[src/rtl/led_flow_pkg.sv]
// Shared mode encoding and the automatic mode sequence for the LED flow sequencer.
package led_flow_pkg;

  typedef enum logic [1:0] {
    MODE_HOLD  = 2'b00,
    MODE_SHL   = 2'b01,
    MODE_SHR   = 2'b10,
    MODE_BLINK = 2'b11
  } mode_e;

  // HOLD is only the power-on mode; the auto loop cycles SHL -> SHR -> BLINK.
  function automatic mode_e next_auto_mode(mode_e cur);
    case (cur)
      MODE_HOLD:  return MODE_SHL;
      MODE_SHL:   return MODE_SHR;
      MODE_SHR:   return MODE_BLINK;
      default:    return MODE_SHL;
    endcase
  endfunction

endpackage

[src/rtl/led_flow_seq_if.sv]
// Control inputs and LED/status outputs of the LED flow sequencer.
interface led_flow_seq_if #(
  parameter int LED_W          = 8,
  parameter int STEPS_PER_MODE = 16
);
  localparam int CNT_W = $clog2(STEPS_PER_MODE);

  logic             flag;
  logic             en;
  logic [1:0]       mode_sel;
  logic             auto_mode;
  logic [LED_W-1:0] led;
  logic             step_pulse;
  logic [1:0]       mode;
  logic [CNT_W-1:0] step_cnt;

  modport master (
    output flag, en, mode_sel, auto_mode,
    input  led, step_pulse, mode, step_cnt
  );

  modport slave (
    input  flag, en, mode_sel, auto_mode,
    output led, step_pulse, mode, step_cnt
  );

endinterface

[src/rtl/flag_edge_detect.sv]
// Registered any-edge detector: one-cycle pulse for each change of din.
module flag_edge_detect #(
  parameter logic RST_VAL = 1'b1
) (
  input  logic clk,
  input  logic reset,
  input  logic din,
  output logic pulse
);

  logic din_d;

  // NOTE: non-blocking assignments let din_d and pulse both see the pre-edge values.
  always_ff @(posedge clk) begin
    if (reset) begin
      din_d <= RST_VAL;
      pulse <= 1'b0;
    end else begin
      din_d <= din;
      pulse <= din ^ din_d;
    end
  end

endmodule

[src/rtl/led_flow_seq.sv]
// LED pattern sequencer stepped by every edge of the counter's toggling flag.
module led_flow_seq
  import led_flow_pkg::*;
#(
  parameter int LED_W          = 8,
  parameter int STEPS_PER_MODE = 16
) (
  input  logic          clk,
  input  logic          reset,
  led_flow_seq_if.slave bus
);

  localparam int               CNT_W    = $clog2(STEPS_PER_MODE);
  localparam logic [CNT_W-1:0] CNT_LAST = CNT_W'(STEPS_PER_MODE - 1);
  localparam logic [LED_W-1:0] LED_RST  = LED_W'(1);

  logic             step_pulse;
  logic             step_en;
  mode_e            mode_q, mode_d;
  logic [CNT_W-1:0] cnt_q, cnt_d;
  logic [LED_W-1:0] led_q, led_d;

  flag_edge_detect #(.RST_VAL(1'b1)) u_edge (
    .clk   (clk),
    .reset (reset),
    .din   (bus.flag),
    .pulse (step_pulse)
  );

  assign step_en = step_pulse & bus.en;

  // NOTE: every output gets a default first so no path leaves it unassigned (no latch).
  always_comb begin
    mode_d = mode_q;
    cnt_d  = cnt_q;
    if (step_en) begin
      cnt_d = (cnt_q == CNT_LAST) ? '0 : cnt_q + 1'b1;
    end
    if (bus.auto_mode) begin
      if (step_en && (cnt_q == CNT_LAST)) begin
        mode_d = next_auto_mode(mode_q);
      end
    end else begin
      // A manual mode change restarts the count, overriding any increment above.
      mode_d = mode_e'(bus.mode_sel);
      if (mode_d != mode_q) begin
        cnt_d = '0;
      end
    end
  end

  always_ff @(posedge clk) begin
    if (reset) begin
      mode_q <= MODE_HOLD;
      cnt_q  <= '0;
    end else begin
      mode_q <= mode_d;
      cnt_q  <= cnt_d;
    end
  end

  // The pattern always follows the registered mode, even when mode changes this cycle.
  always_comb begin
    led_d = led_q;
    if (step_en) begin
      case (mode_q)
        MODE_SHL:   led_d = {led_q[LED_W-2:0], led_q[LED_W-1]};
        MODE_SHR:   led_d = {led_q[0], led_q[LED_W-1:1]};
        MODE_BLINK: led_d = ~led_q;
        default:    led_d = led_q;
      endcase
    end
  end

  always_ff @(posedge clk) begin
    if (reset) begin
      led_q <= LED_RST;
    end else begin
      led_q <= led_d;
    end
  end

  assign bus.led        = led_q;
  assign bus.mode       = mode_q;
  assign bus.step_cnt   = cnt_q;
  assign bus.step_pulse = step_pulse;

endmodule

[src/flat_wrapper.sv]
// flat-port wrapper written by rule: the top's interface ports become plain ports
module led_flow_seq_flat import led_flow_pkg::*;
#(
  parameter int LED_W          = 8,
  parameter int STEPS_PER_MODE = 16
)
  (clk, reset, bus_flag, bus_en, bus_mode_sel, bus_auto_mode, bus_led, bus_step_pulse, bus_mode, bus_step_cnt);
  led_flow_seq_if #(.LED_W(LED_W), .STEPS_PER_MODE(STEPS_PER_MODE)) bus_i ();
  input  logic clk;
  input  logic reset;
  input wire logic [$bits(bus_i.flag)-1:0] bus_flag;
  input wire logic [$bits(bus_i.en)-1:0] bus_en;
  input wire logic [$bits(bus_i.mode_sel)-1:0] bus_mode_sel;
  input wire logic [$bits(bus_i.auto_mode)-1:0] bus_auto_mode;
  output wire logic [$bits(bus_i.led)-1:0] bus_led;
  output wire logic [$bits(bus_i.step_pulse)-1:0] bus_step_pulse;
  output wire logic [$bits(bus_i.mode)-1:0] bus_mode;
  output wire logic [$bits(bus_i.step_cnt)-1:0] bus_step_cnt;
  assign bus_i.flag = bus_flag;
  assign bus_i.en = bus_en;
  assign bus_i.mode_sel = bus_mode_sel;
  assign bus_i.auto_mode = bus_auto_mode;
  assign bus_led = bus_i.led;
  assign bus_step_pulse = bus_i.step_pulse;
  assign bus_mode = bus_i.mode;
  assign bus_step_cnt = bus_i.step_cnt;
  led_flow_seq #(.LED_W(LED_W), .STEPS_PER_MODE(STEPS_PER_MODE)) u_core (.clk(clk), .reset(reset), .bus(bus_i));
endmodule
[config.mk]
export PLATFORM = sky130hd
export DESIGN_NAME = led_flow_seq_flat
export DESIGN_NICKNAME = d
export VERILOG_FILES = /design/src/rtl/led_flow_pkg.sv /design/src/rtl/led_flow_seq_if.sv /design/src/rtl/flag_edge_detect.sv /design/src/rtl/led_flow_seq.sv /design/src/flat_wrapper.sv
export SDC_FILE = /design/constraint.sdc
export NUM_CORES = 1
export LEC_CHECK = 0
export ABC_CLOCK_PERIOD_IN_PS = 1900
export CORE_MARGIN = 5
export CORE_UTILIZATION = 47
export CTS_CLUSTER_SIZE = 20
export DETAILED_ROUTE_END_ITERATION = 6
export GPL_ROUTABILITY_DRIVEN = 1
export PLACE_DENSITY = 0.77
export SLEW_MARGIN = 20
export SYNTH_ARGS = -nofsm -noshare
export SYNTH_HDL_FRONTEND = slang
export SYNTH_SLANG_ARGS = --single-unit
[constraint.sdc]
create_clock -name clk -period 1.9 [get_ports clk]
set_input_delay 0.475 -clock clk [delete_from_list [all_inputs] [get_ports clk]]
set_output_delay 0.475 -clock clk [all_outputs]
set_load 0.01 [all_outputs]
### Word level (Yosys, flattened, before mapping)

Index checks and enable logic that the tools add are counted.

| word-level totals | value |
|---|---|
| register bits after elaboration | 16 |
| input port bits | 7 |
| logic and storage cells | 26 |
| bits in latches | 0 |
| bits in writable memories | 0 |
| memories kept | 0 |
| output and inout bits | 15 |
| ROM bits | 0 |

| cells by class | value |
|---|---|
| mux-type cells | 8 |
| eq/ne operators | 6 |
| bitwise logic cells | 3 |
| $add $sub $neg | 1 |
| multipliers | 0 |
| $lt $le $gt $ge | 0 |
| reduce and logical (&&, ||, !) cells | 3 |
| shift operators | 0 |
| divide/modulo/power cells | 0 |

Operators with widths:

| cell | count |
|---|---|
| case mux 8 bit (3 select lines) | 1 |
| 2-to-1 mux 4 bit | 4 |
| inverter 8 bit | 1 |
| adder 4 x 1 -> 4 bit (second input constant) | 1 |
| equality test 2 bit (second input constant) | 2 |
| equality test 4 bit (second input constant) | 1 |
| 2-to-1 mux 2 bit | 2 |
| case mux 2 bit (2 select lines) | 1 |
| nonzero test 3 bit | 1 |
| equality test 2 x 1 -> 1 bit (second input constant) | 1 |
| inequality test 2 x 1 -> 1 bit (second input constant) | 1 |
| inequality test 2 bit | 1 |
| AND reduction 2 bit | 1 |
| bitwise AND 1 bit | 1 |
| logical AND 1 bit | 1 |
| XOR 1 bit | 1 |

### Logic depth before layout (Yosys ltp)

Gate-level depths: netlist (run 1).

| logic depth | value |
|---|---|
| word-level depth | 5 |
| gate-level depth with buffers | 7 |
| mapped depth without buffers | 5 |

### Cells and area by module

A second synthesis (run 1) with hierarchy kept.

| second synthesis, totals | value |
|---|---|
| cells, all modules | 92 |
| area total of the unflattened synthesis | 842.1 sq um |

Modules (own cells, without submodules):

| module | cells each | times used | area an instance (sq um) | sequential area each (sq um) |
|---|---|---|---|---|
| led_flow_seq | 87 | 1 | 783.3 | 280.3 |
| flag_edge_detect | 5 | 1 | 58.8 | 40.0 |

### Worst setup path before layout (run 1)

Ideal clock, no wire load.

| timing | value |
|---|---|
| path type | register to register |
| start | reg u_core.mode_q[0] (netlist: u_core.bus.mode[0]) |
| end | reg u_core.led_q[0] (netlist: u_core.bus.led[0]) |
| library setup time | 0.120 ns |
| cell stages (with the launch flop) | 6 |
| data arrival time | 1.481 ns |
| slack | 0.299 ns |
| path buffers | 1 |
| data required time | 1.780 ns |
| period minus slack after synthesis | 1.601 ns |
| path through | dfxtp_1 inv_1 ha_1 buf_4 a221o_1 a211o_1 |

| between the ends | value |
|---|---|
| word-level cells in the longest chain between the ends | 3 |
| elaborated cells between the ends (all ways) | 6 |
| those cells by class | eq/ne (3); mux (1); reduce/logical (2) |

Ends and longest elaborated chain:

| what | line | RTL |
|---|---|---|
| from (decl) | led_flow_seq.sv:19 | `mode_e mode_q, mode_d;` |
| from (signal assigned) | led_flow_seq.sv:57 | `mode_q <= mode_d;` |
| equality test 2 x 1 -> 1 bit or equality test 2 bit (tied branches) | led_flow_seq.sv:66 | `case (mode_q)` |
| nonzero test 3 bit (no line) | -- |  |
| AND reduction 2 bit (no line) | -- |  |
| to (signal assigned) | led_flow_seq.sv:79 | `led_q <= led_d;` |
| to (decl) | led_flow_seq.sv:21 | `logic [LED_W-1:0] led_q, led_d;` |

Several ways; a longest one is shown, not always the timed one.
A chain may end at the register's enable or synchronous reset.

### Worst setup path in the final report (run 1)

| timing | value |
|---|---|
| start | reg u_core.mode_q[0] (netlist: u_core.bus.mode[0]) |
| end | out bus_mode[0] |

RTL lines:

| what | line | RTL |
|---|---|---|
| to (decl) | flat_wrapper.sv:17 | `output wire logic [$bits(bus_i.mode)-1:0] bus_mode;` |

No word-level cell between the ends.

==> run summary, run 1 <==
I/O Pins - 22
Hpwl dp - 1390 um
Setup TNS - 0 ns
Count of final setup violators - 0
Reg area - 320 um^2
CP startpoint - u_core.bus.mode[0]$_SDFFE_PP0P_
Post-cts resize count - 0
Slew Limit Headroom - 0.727
Clk sinks - 16
Largest area contributor in the netlist - dfxtp_1
PD cells - 653 mW/mm^2
Most frequent cells in the layout - clkdlybuf4s50_1 (21), dfxtp_1 (16), nor2_1 (11)
Global placement routability congestion - 0.747
Worst-path clk slew - 0.09 ns
Row count - 15
Met2 WL - 901 um
First-pass GRT wire length - 3240 um
Fin. Hold Viols - 0
Total wire length - 1890 um
Endpoint class of the critical path - output port
Leading cell type in the layout, fill and taps excluded - clkdlybuf4s50_1
Synth top area share - 0.376
Worst Setup Slack, final - 0.108 ns
Yosys reg bits - 16
Area of the multi-input gates - 494 um^2
CP startpoint kind - flip-flop
Core ar. - 0.00173 mm^2
Hold/Removal Path Class - flip-flop to flip-flop
Cells after Synth - 93
Period minus WS final - 1.79 ns
Max_cap viols - 0
Fmax achieved - 558 MHz
Min Hold Slack - 0.497 ns
Clock tree root buffer cell - clkbuf_4
Synth Area per Inst - 9.16 um^2
Met1 Wirelength - 897 um
Largest net degree at the start of global routing - 12
DRC - 0
Ys Warns - 0
Final Max Slew Viols - 0
Share of layout cells above drive strength 1 - 0.0862
Worst-margin pin slew - 0.408 ns
Chip width - 52.6 um
CTS Buffer Depth - 2
Post-CTS setup buffer count - 0
Post-synth cell types - 27
Worst reg2reg path startpoint - u_core.bus.mode[0]$_SDFFE_PP0P_
Worst path slowest cell - clkdlybuf4s50_1
CTS Buf Count - 3
Worst VDD drop - 0.417 mV
Highest Signal Layer - met3
Delay-heaviest family, CP - buffers and inverters
WS Path Type - flip-flop to output port
Total grt overflow - 0
Worst path max stage delay - 0.58 ns
CTS tree - done
WP buf/inv - 1
Height of the die - 52.6 um
IO buf count - 21
Pre-Repair DR Iteration Count - 4
RSZ-0062 raised after global routing - false
Skew-Pair Late Insertion Delay - 0.30 ns
Synthesis-to-finish area growth - 31.7%
Vias - 751
Initial core utilization - 0.493
CP Cell Sequence - clkdlybuf4s50_1
Critical path required time - 1.42 ns
Htree depth - 1
Fill cells - 155
Initial drt markers - 17
Fin crit share - 0.943
P_leak - 0.000414 uW
Drt wl/cell - 13.4 um
Worst EP arrival - 1.32 ns
Clock skew - 0.0138 ns
Setup WS pre-CTS - 0.145 ns
Status - completed
Largest cells by area after synthesis - dfxtp_1 (38%), a211oi_1 (7.9%), ha_1 (7.3%), a221oi_1 (7.2%), nor2b_1 (6.6%)
# diodes - 0
Max FO, Critical Path - 6
Post-synth net total - 105
Nets - 129
Routed wl met3 - 89 um
Antenna Nets Post-Route - 0
Initial antenna violation count - 0
Total power - 732 uW
Sequential share of the synthesized area - 0.376
Total GRT Usage - 0.159
Vias in the first global route - 725
Synth Cell Area - 852 um^2
Worst Hold Launch - u_core.u_edge.din_d$_SDFF_PP1_
Die area - 0.00276 mm^2
Hold buffers post-CTS - 0
Vias/cell - 5.33
[kinds of logic (layout without fill, tap and decap cells)]
logic type	Yosys count	in the layout	synth area share
compound gates	23	23	0.210
xor+xnor	4	4	0.0411
fa+ha+maj	5	5	0.0734
buf+inv	7	30	0.0441
flops	16	16	0.376
mux	4	4	0.0485
simple gates	34	34	0.207
[stage by stage]
step / std cells / utilization / area (um^2)
2_1_floorplan: 93 / - / 852
3_3_place_gp: 137 / 0.629 / 1090
3_5_place_dp: 137 / 0.629 / 1090
4_1_cts: 141 / 0.650 / 1120
5_1_grt: 141 / 0.650 / 1120
6_report: 141 / 0.650 / 1120
[routing by layer]
metal  track usage  vias up
li1              -      385
met1         0.196      349
met2         0.269       17
met3        0.0627        0
met4        0.0128        0
met5             0        -
[worst register-to-register path, delay by kind of cell (launching register included)]
family	cells	cell delay [ns]
and+or+nand+nor	1	0.31
AOI/OAI and AO/OA	2	0.39
adders and majority gates	1	0.32
buffers and inverters	1	0.10
DFF	1	0.45
[Yosys cell counts]
cell type  instances
a211o_1            2
a211oi_1           9
a21oi_1            2
a221o_1            1
a221oi_1           7
and3b_1            1
buf_4              3
clkbuf_1           2
dfxtp_1           16
ha_1               5
inv_1              2
mux2_2             1
mux2i_1            3
nand2_1            3
nand2b_1           1
nand3_1            3
nor2_1            11
nor2_2             1
nor2b_1            9
nor3_1             2
o21a_1             1
o21ai_0            1
or2_2              1
or3_1              1
or3b_1             1
xnor2_1            3
xor2_1             1
[flip-flops by register name, indices dropped and copies added (netlist names)]
name / count
u_core.bus.mode: 2
u_core.u_edge.din_d: 1
u_core.u_edge.pulse: 1
u_core.bus.step_cnt: 4
u_core.bus.led: 8
[cell type report]
type / count / share of cell area
well taps: 25 / 0.0279
flip-flops and latches: 16 / 0.285
inverters: 2 / 0.00669
clock buffers: 4 / 0.0323
repair buffers: 24 / 0.207
multi-input cells: 70 / 0.440
[worst paths after layout]
kind                                     to  slack, ns  cells after the start
max                             bus_mode[0]       0.11                      1
min          u_core.u_edge.pulse$_SDFF_PP0_       0.50                      2
max reg2reg  u_core.bus.led[5]$_SDFFE_PP0P_       0.23                      5
min reg2reg  u_core.u_edge.pulse$_SDFF_PP0_       0.50                      2
[power by group]
part	switching (uW)	internal (uW)	leakage (uW)
Clock	113	117	0.0000210
Combinational	61.3	72.1	0.000263
Sequential	19.5	350	0.000130
No activity file was read; power rests on OpenSTA's default activity.
==> inputs of run 2 (changes only) <==
Settings changed: MAX_ROUTING_LAYER set to met4.
==> run 2 against run 1 <==
Non-clock buffer count stayed put. Count of clock-buffer cells in the layout stayed put. Final area stayed put. Worst setup slack hardly changed. Sequential power hardly changed. Flip-flop and latch count stayed put. Global-route usage is 0.34 points higher. Clock power hardly changed. Critical endpoint unchanged. Largest cell class unchanged. Largest power group unchanged.
==> run summary, run 2 (same netlist as run 1, synthesis figures left out) <==
Post-CTS setup buffer count - 0 (unchanged)
Max_cap viols - 0 (unchanged)
Htree depth - 1 (unchanged)
CTS tree - done
CTS Buffer Depth - 2 (unchanged)
DRC - 0 (unchanged)
Pre-Repair DR Iteration Count - 4 (unchanged)
Fmax achieved - 558 MHz (about the same)
# diodes - 0 (unchanged)
Initial antenna violation count - 0 (unchanged)
I/O Pins - 22 (unchanged)
Endpoint class of the critical path - output port
Period minus WS final - 1.79 ns (-0.000408 ns)
Setup WS pre-CTS - 0.145 ns (unchanged)
Share of layout cells above drive strength 1 - 0.0862 (unchanged)
Slew Limit Headroom - 0.728 (+0.00147)
Chip width - 52.6 um (unchanged)
Skew-Pair Late Insertion Delay - 0.30 ns (about the same)
Most frequent cells in the layout - clkdlybuf4s50_1 (21), dfxtp_1 (16), nor2_1 (11)
Initial core utilization - 0.493 (unchanged)
WS Path Type - flip-flop to output port
Max FO, Critical Path - 6 (unchanged)
Antenna Nets Post-Route - 0 (unchanged)
Clock skew - 0.0132 ns (-0.000611 ns)
Total wire length - 1890 um (about the same)
Max FFs per register - 8 (unchanged)
Hold buffers post-CTS - 0 (unchanged)
Total grt overflow - 0 (unchanged)
Reg power frac - 0.503 (about the same)
Worst-margin pin slew - 0.406 ns (-0.00220 ns)
Vias - 749 (-0.27%)
Largest net degree at the start of global routing - 12 (unchanged)
Fill cells - 155 (unchanged)
P_leak - 0.000414 uW (unchanged)
Total GRT Usage - 0.162 (+0.00344)
Clock tree root buffer cell - clkbuf_4
CTS Buf Count - 3 (unchanged)
IO buf count - 21 (unchanged)
Setup TNS - 0 ns (unchanged)
Internal power - 539 uW (about the same)
Vias in the first global route - 731 (+0.83%)
Fin crit share - 0.943 (about the same)
RSZ-0062 raised after global routing - false
Vias/cell - 5.31 (-0.27%)
Status - completed
Die area - 0.00276 mm^2 (unchanged)
Delay-heaviest family, CP - buffers and inverters
Fin. Hold Viols - 0 (unchanged)
Total power - 734 uW (+0.15%)
Nets - 129 (unchanged)
Critical path required time - 1.42 ns (about the same)
CP startpoint kind - flip-flop
Worst EP arrival - 1.32 ns (about the same)
Sw Ratio - 0.266 (+0.00106)
Worst path max stage delay - 0.58 ns (about the same)
First-pass GRT wire length - 3220 um (-0.65%)
Count of final setup violators - 0 (unchanged)
CP Cell Sequence - clkdlybuf4s50_1
Hpwl dp - 1390 um (unchanged)
Fin util - 0.650 (unchanged)
Height of the die - 52.6 um (unchanged)
Clk network pwr share - 0.315 (about the same)
Core ar. - 0.00173 mm^2 (unchanged)
Synthesis-to-finish area growth - 31.7% (unchanged)
Worst-path clk slew - 0.09 ns (about the same)
Row count - 15 (unchanged)
Hold/Removal Path Class - flip-flop to flip-flop
Global placement routability congestion - 0.756 (+1.3%)
PD cells - 654 mW/mm^2 (+0.15%)
Initial drt markers - 15 (-2)
Worst path slowest cell - clkdlybuf4s50_1
Psw - 195 uW (+0.55%)
Clk sinks - 16 (unchanged)
Leading cell type in the layout, fill and taps excluded - clkdlybuf4s50_1
Drt wl/cell - 13.4 um (about the same)
Post-cts resize count - 0 (unchanged)
Final Max Slew Viols - 0 (unchanged)
WP buf/inv - 1 (unchanged)
Worst Setup Slack, final - 0.108 ns (+0.000408 ns)
Worst VDD drop - 0.418 mV (about the same)
Logic pwr share - 0.182 (about the same)
## run 2: cell counts in the layout (fill, tap and decap cells not counted)
Identical to the previous run, type by type.
## run 2: layout make-up
type                            count  area (um^2)  area share
Clock buffer                        4         36.3      0.0323
Inverter                            2         7.51     0.00669
Multi-Input combinational cell     70          494       0.440
Sequential cell                    16          320       0.285
Tap cell                           25         31.3      0.0279
Timing Repair Buffer               24          233       0.207
## run 2: power groups by stage
stage          registers (uW)  logic (uW)  clock network, uW
6_report                  369         133                231
5_1_grt                   372         146                259
4_1_cts                   369         134                234
3_5_place_dp              377         133                  0
3_3_place_gp              377         130                  0
2_1_floorplan             379        72.7                  0
## run 2: path summary, 6_finish.rpt
kind                                                 startpoint                             end  slack (ns)  depth (start not counted)
worst max-delay path            u_core.bus.mode[0]$_SDFFE_PP0P_                     bus_mode[0]        0.11                          1
worst min-delay path             u_core.u_edge.din_d$_SDFF_PP1_  u_core.u_edge.pulse$_SDFF_PP0_        0.50                          2
worst max register to register  u_core.bus.mode[0]$_SDFFE_PP0P_  u_core.bus.led[0]$_SDFFE_PP1P_        0.24                          5
worst min register to register   u_core.u_edge.din_d$_SDFF_PP1_  u_core.u_edge.pulse$_SDFF_PP0_        0.50                          2
## run 2: layer usage
layer | track usage | share of wire | wire length [um]
met5 | - | 0 | 0
met3 | 0.0627 | 0.045 | 85
met2 | 0.275 | 0.49 | 919
met1 | 0.189 | 0.47 | 884
met4 | 0.0128 | 0 | 0
## run 2: stage by stage
step                std cells  hold slack (ns)  area (um^2)
finish                    141            0.497         1120
global route              141            0.544         1120
CTS                       141            0.504         1120
detailed placement        137            0.483         1090
global placement          137            0.468         1090
floorplan                  93            0.461          852
==> inputs of run 3 (changes only) <==
Settings changed: CORE_UTILIZATION 47 to 40, PLACE_DENSITY 0.77 to 0.68.
==> run 3 against run 2 <==
Power down 7.6%. Critical path depth is the same. Hold slack improved by 0.018 ns. Count of clock-buffer cells in the layout fell by 1. Worst setup slack better by 0.024 ns. Critical path type unchanged. Utilization down 8.8 points. Die area grew 14%. Flip-flop and latch count unchanged. Register-to-register slack got worse by 0.03 ns.
==> run summary, run 3 (same netlist as run 1, synthesis figures left out) <==
Worst VDD drop - 0.404 mV (-3.3%)
Hold/Removal Path Class - flip-flop to flip-flop
DRC - 0 (unchanged)
Fmax achieved - 566 MHz (+1.4%)
Fill cells - 190 (+23%)
Status - completed
Height of the die - 56.2 um (+6.8%)
Period minus WS final - 1.77 ns (-0.0239 ns)
Count of final setup violators - 0 (unchanged)
# diodes - 0 (unchanged)
Total power - 678 uW (-7.6%)
WS Path Type - flip-flop to output port
RSZ-0062 raised after global routing - false
Vias/cell - 5.23 (-1.5%)
Leading cell type in the layout, fill and taps excluded - clkdlybuf4s50_1
Row count - 16 (+1)
Cell area after layout - 0.00112 mm^2 (+0.22%)
Hold buffers post-CTS - 0 (unchanged)
Synthesis-to-finish area growth - 32.0%
Worst EP arrival - 1.29 ns (-0.03 ns)
Drt wl/cell - 13.3 um (-0.55%)
CP Cell Sequence - clkdlybuf4s50_1
Htree depth - 1 (unchanged)
CP startpoint kind - flip-flop
Vias in the first global route - 703 (-3.8%)
Core ar. - 0.00200 mm^2 (+16%)
Die area - 0.00315 mm^2 (+14%)
Chip width - 56.2 um (+6.8%)
Total wire length - 1890 um (+0.16%)
CTS Buf Count - 3 (unchanged)
Total GRT Usage - 0.133 (-0.0290)
Hpwl dp - 1370 um (-1.5%)
Nets - 129 (unchanged)
CTS Buffer Depth - 2 (unchanged)
Worst-path clk slew - 0.09 ns (about the same)
Most frequent cells in the layout - clkdlybuf4s50_1 (21), dfxtp_1 (15), nor2_1 (11)
Min Hold Slack - 0.516 ns (+0.0182 ns)
Clock skew - 0.00761 ns (-0.00558 ns)
Slew Limit Headroom - 0.744 (+0.0156)
Placed Area - 0.00110 mm^2 (+1.4%)
Initial antenna violation count - 0 (unchanged)
Antenna Nets Post-Route - 0 (unchanged)
Clk sinks - 16 (unchanged)
CTS tree - done
Endpoint class of the critical path - output port
Max FFs per register - 8 (unchanged)
Share of layout cells above drive strength 1 - 0.0870 (+0.000750)
Global placement routability congestion - 0.760 (+0.50%)
Worst path slowest cell - clkdlybuf4s50_1
P_leak - 0.000409 uW (-1.1%)
Pre-Repair DR Iteration Count - 4 (unchanged)
Worst path max stage delay - 0.58 ns (about the same)
Post-CTS setup buffer count - 0 (unchanged)
Worst-margin pin slew - 0.384 ns (-0.0221 ns)
PD cells - 603 mW/mm^2 (-7.8%)
WP buf/inv - 1 (unchanged)
Largest net degree at the start of global routing - 15 (+3)
I/O Pins - 22 (unchanged)
Fin crit share - 0.930 (-0.0126)
Delay-heaviest family, CP - buffers and inverters
First-pass GRT wire length - 3290 um (+2.4%)
IO buf count - 21 (unchanged)
Max_cap viols - 0 (unchanged)
Clock tree root buffer cell - clkbuf_4
Final Max Slew Viols - 0 (unchanged)
Vias - 743 (-0.80%)
Total grt overflow - 0 (unchanged)
Skew-Pair Late Insertion Delay - 0.28 ns (-0.02 ns)
Initial core utilization - 0.426 (-0.0679)
Critical path required time - 1.42 ns (about the same)
Max FO, Critical Path - 5 (-1)
Setup TNS - 0 ns (unchanged)
Initial drt markers - 8 (-7)
Fin. Hold Viols - 0 (unchanged)
run 3: area by class of cell:
cell class              instances  area (um^2)  area share
multi-input cells              70          494       0.439
inverters                       2         7.51     0.00667
flip-flops and latches         16          322       0.286
clock buffers                   3         22.5      0.0200
repair buffers                 24          245       0.218
well taps                      27         33.8      0.0300
run 3: tightest hold or removal path, delay by kind of cell (launching register included):
kind          cells  cell delay (ns)
flops             1             0.33
xor+xnor          1             0.11
simple gates      1             0.04
run 3: worst paths after layout:
path | start | end | slack (ns) | cells after the start
worst max-delay path | u_core.bus.mode[1]$_SDFFE_PP0P_ | bus_mode[1] | 0.13 | 1
worst min-delay path | u_core.u_edge.din_d$_SDFF_PP1_ | u_core.u_edge.pulse$_SDFF_PP0_ | 0.52 | 2
worst max register to register | u_core.bus.mode[1]$_SDFFE_PP0P_ | u_core.bus.led[0]$_SDFFE_PP1P_ | 0.21 | 4
worst min register to register | u_core.u_edge.din_d$_SDFF_PP1_ | u_core.u_edge.pulse$_SDFF_PP0_ | 0.52 | 2
run 3: power breakdown:
part           internal, uW  switching, uW
clock                  73.6           99.5
sequential              350           19.5
combinational          74.2           61.0
total                   498            180
run 3: per-stage QoR:
stage	utilization	std cells	setup WS [ns]
after floorplan	-	93	0.299
after global placement	0.550	139	0.143
after detailed placement	0.550	139	0.0933
after CTS	0.561	142	0.0752
after global routing	0.562	142	0.0537
final	0.562	142	0.132
run 3: what timing repair did:
action | 4_1_cts | 5_1_grt
endpoints found under the setup margin | 0 | 1
gates resized for setup | 0 | 1
hold endpoints to repair | 0 | 0
run 3: per-layer routing:
layer,up-vias,global-route usage,wire [um]
li1,388,-,-
met1,340,0.168,935
met2,13,0.202,860
met3,2,0.0487,82
met4,0,0.0305,13
met5,-,-,0
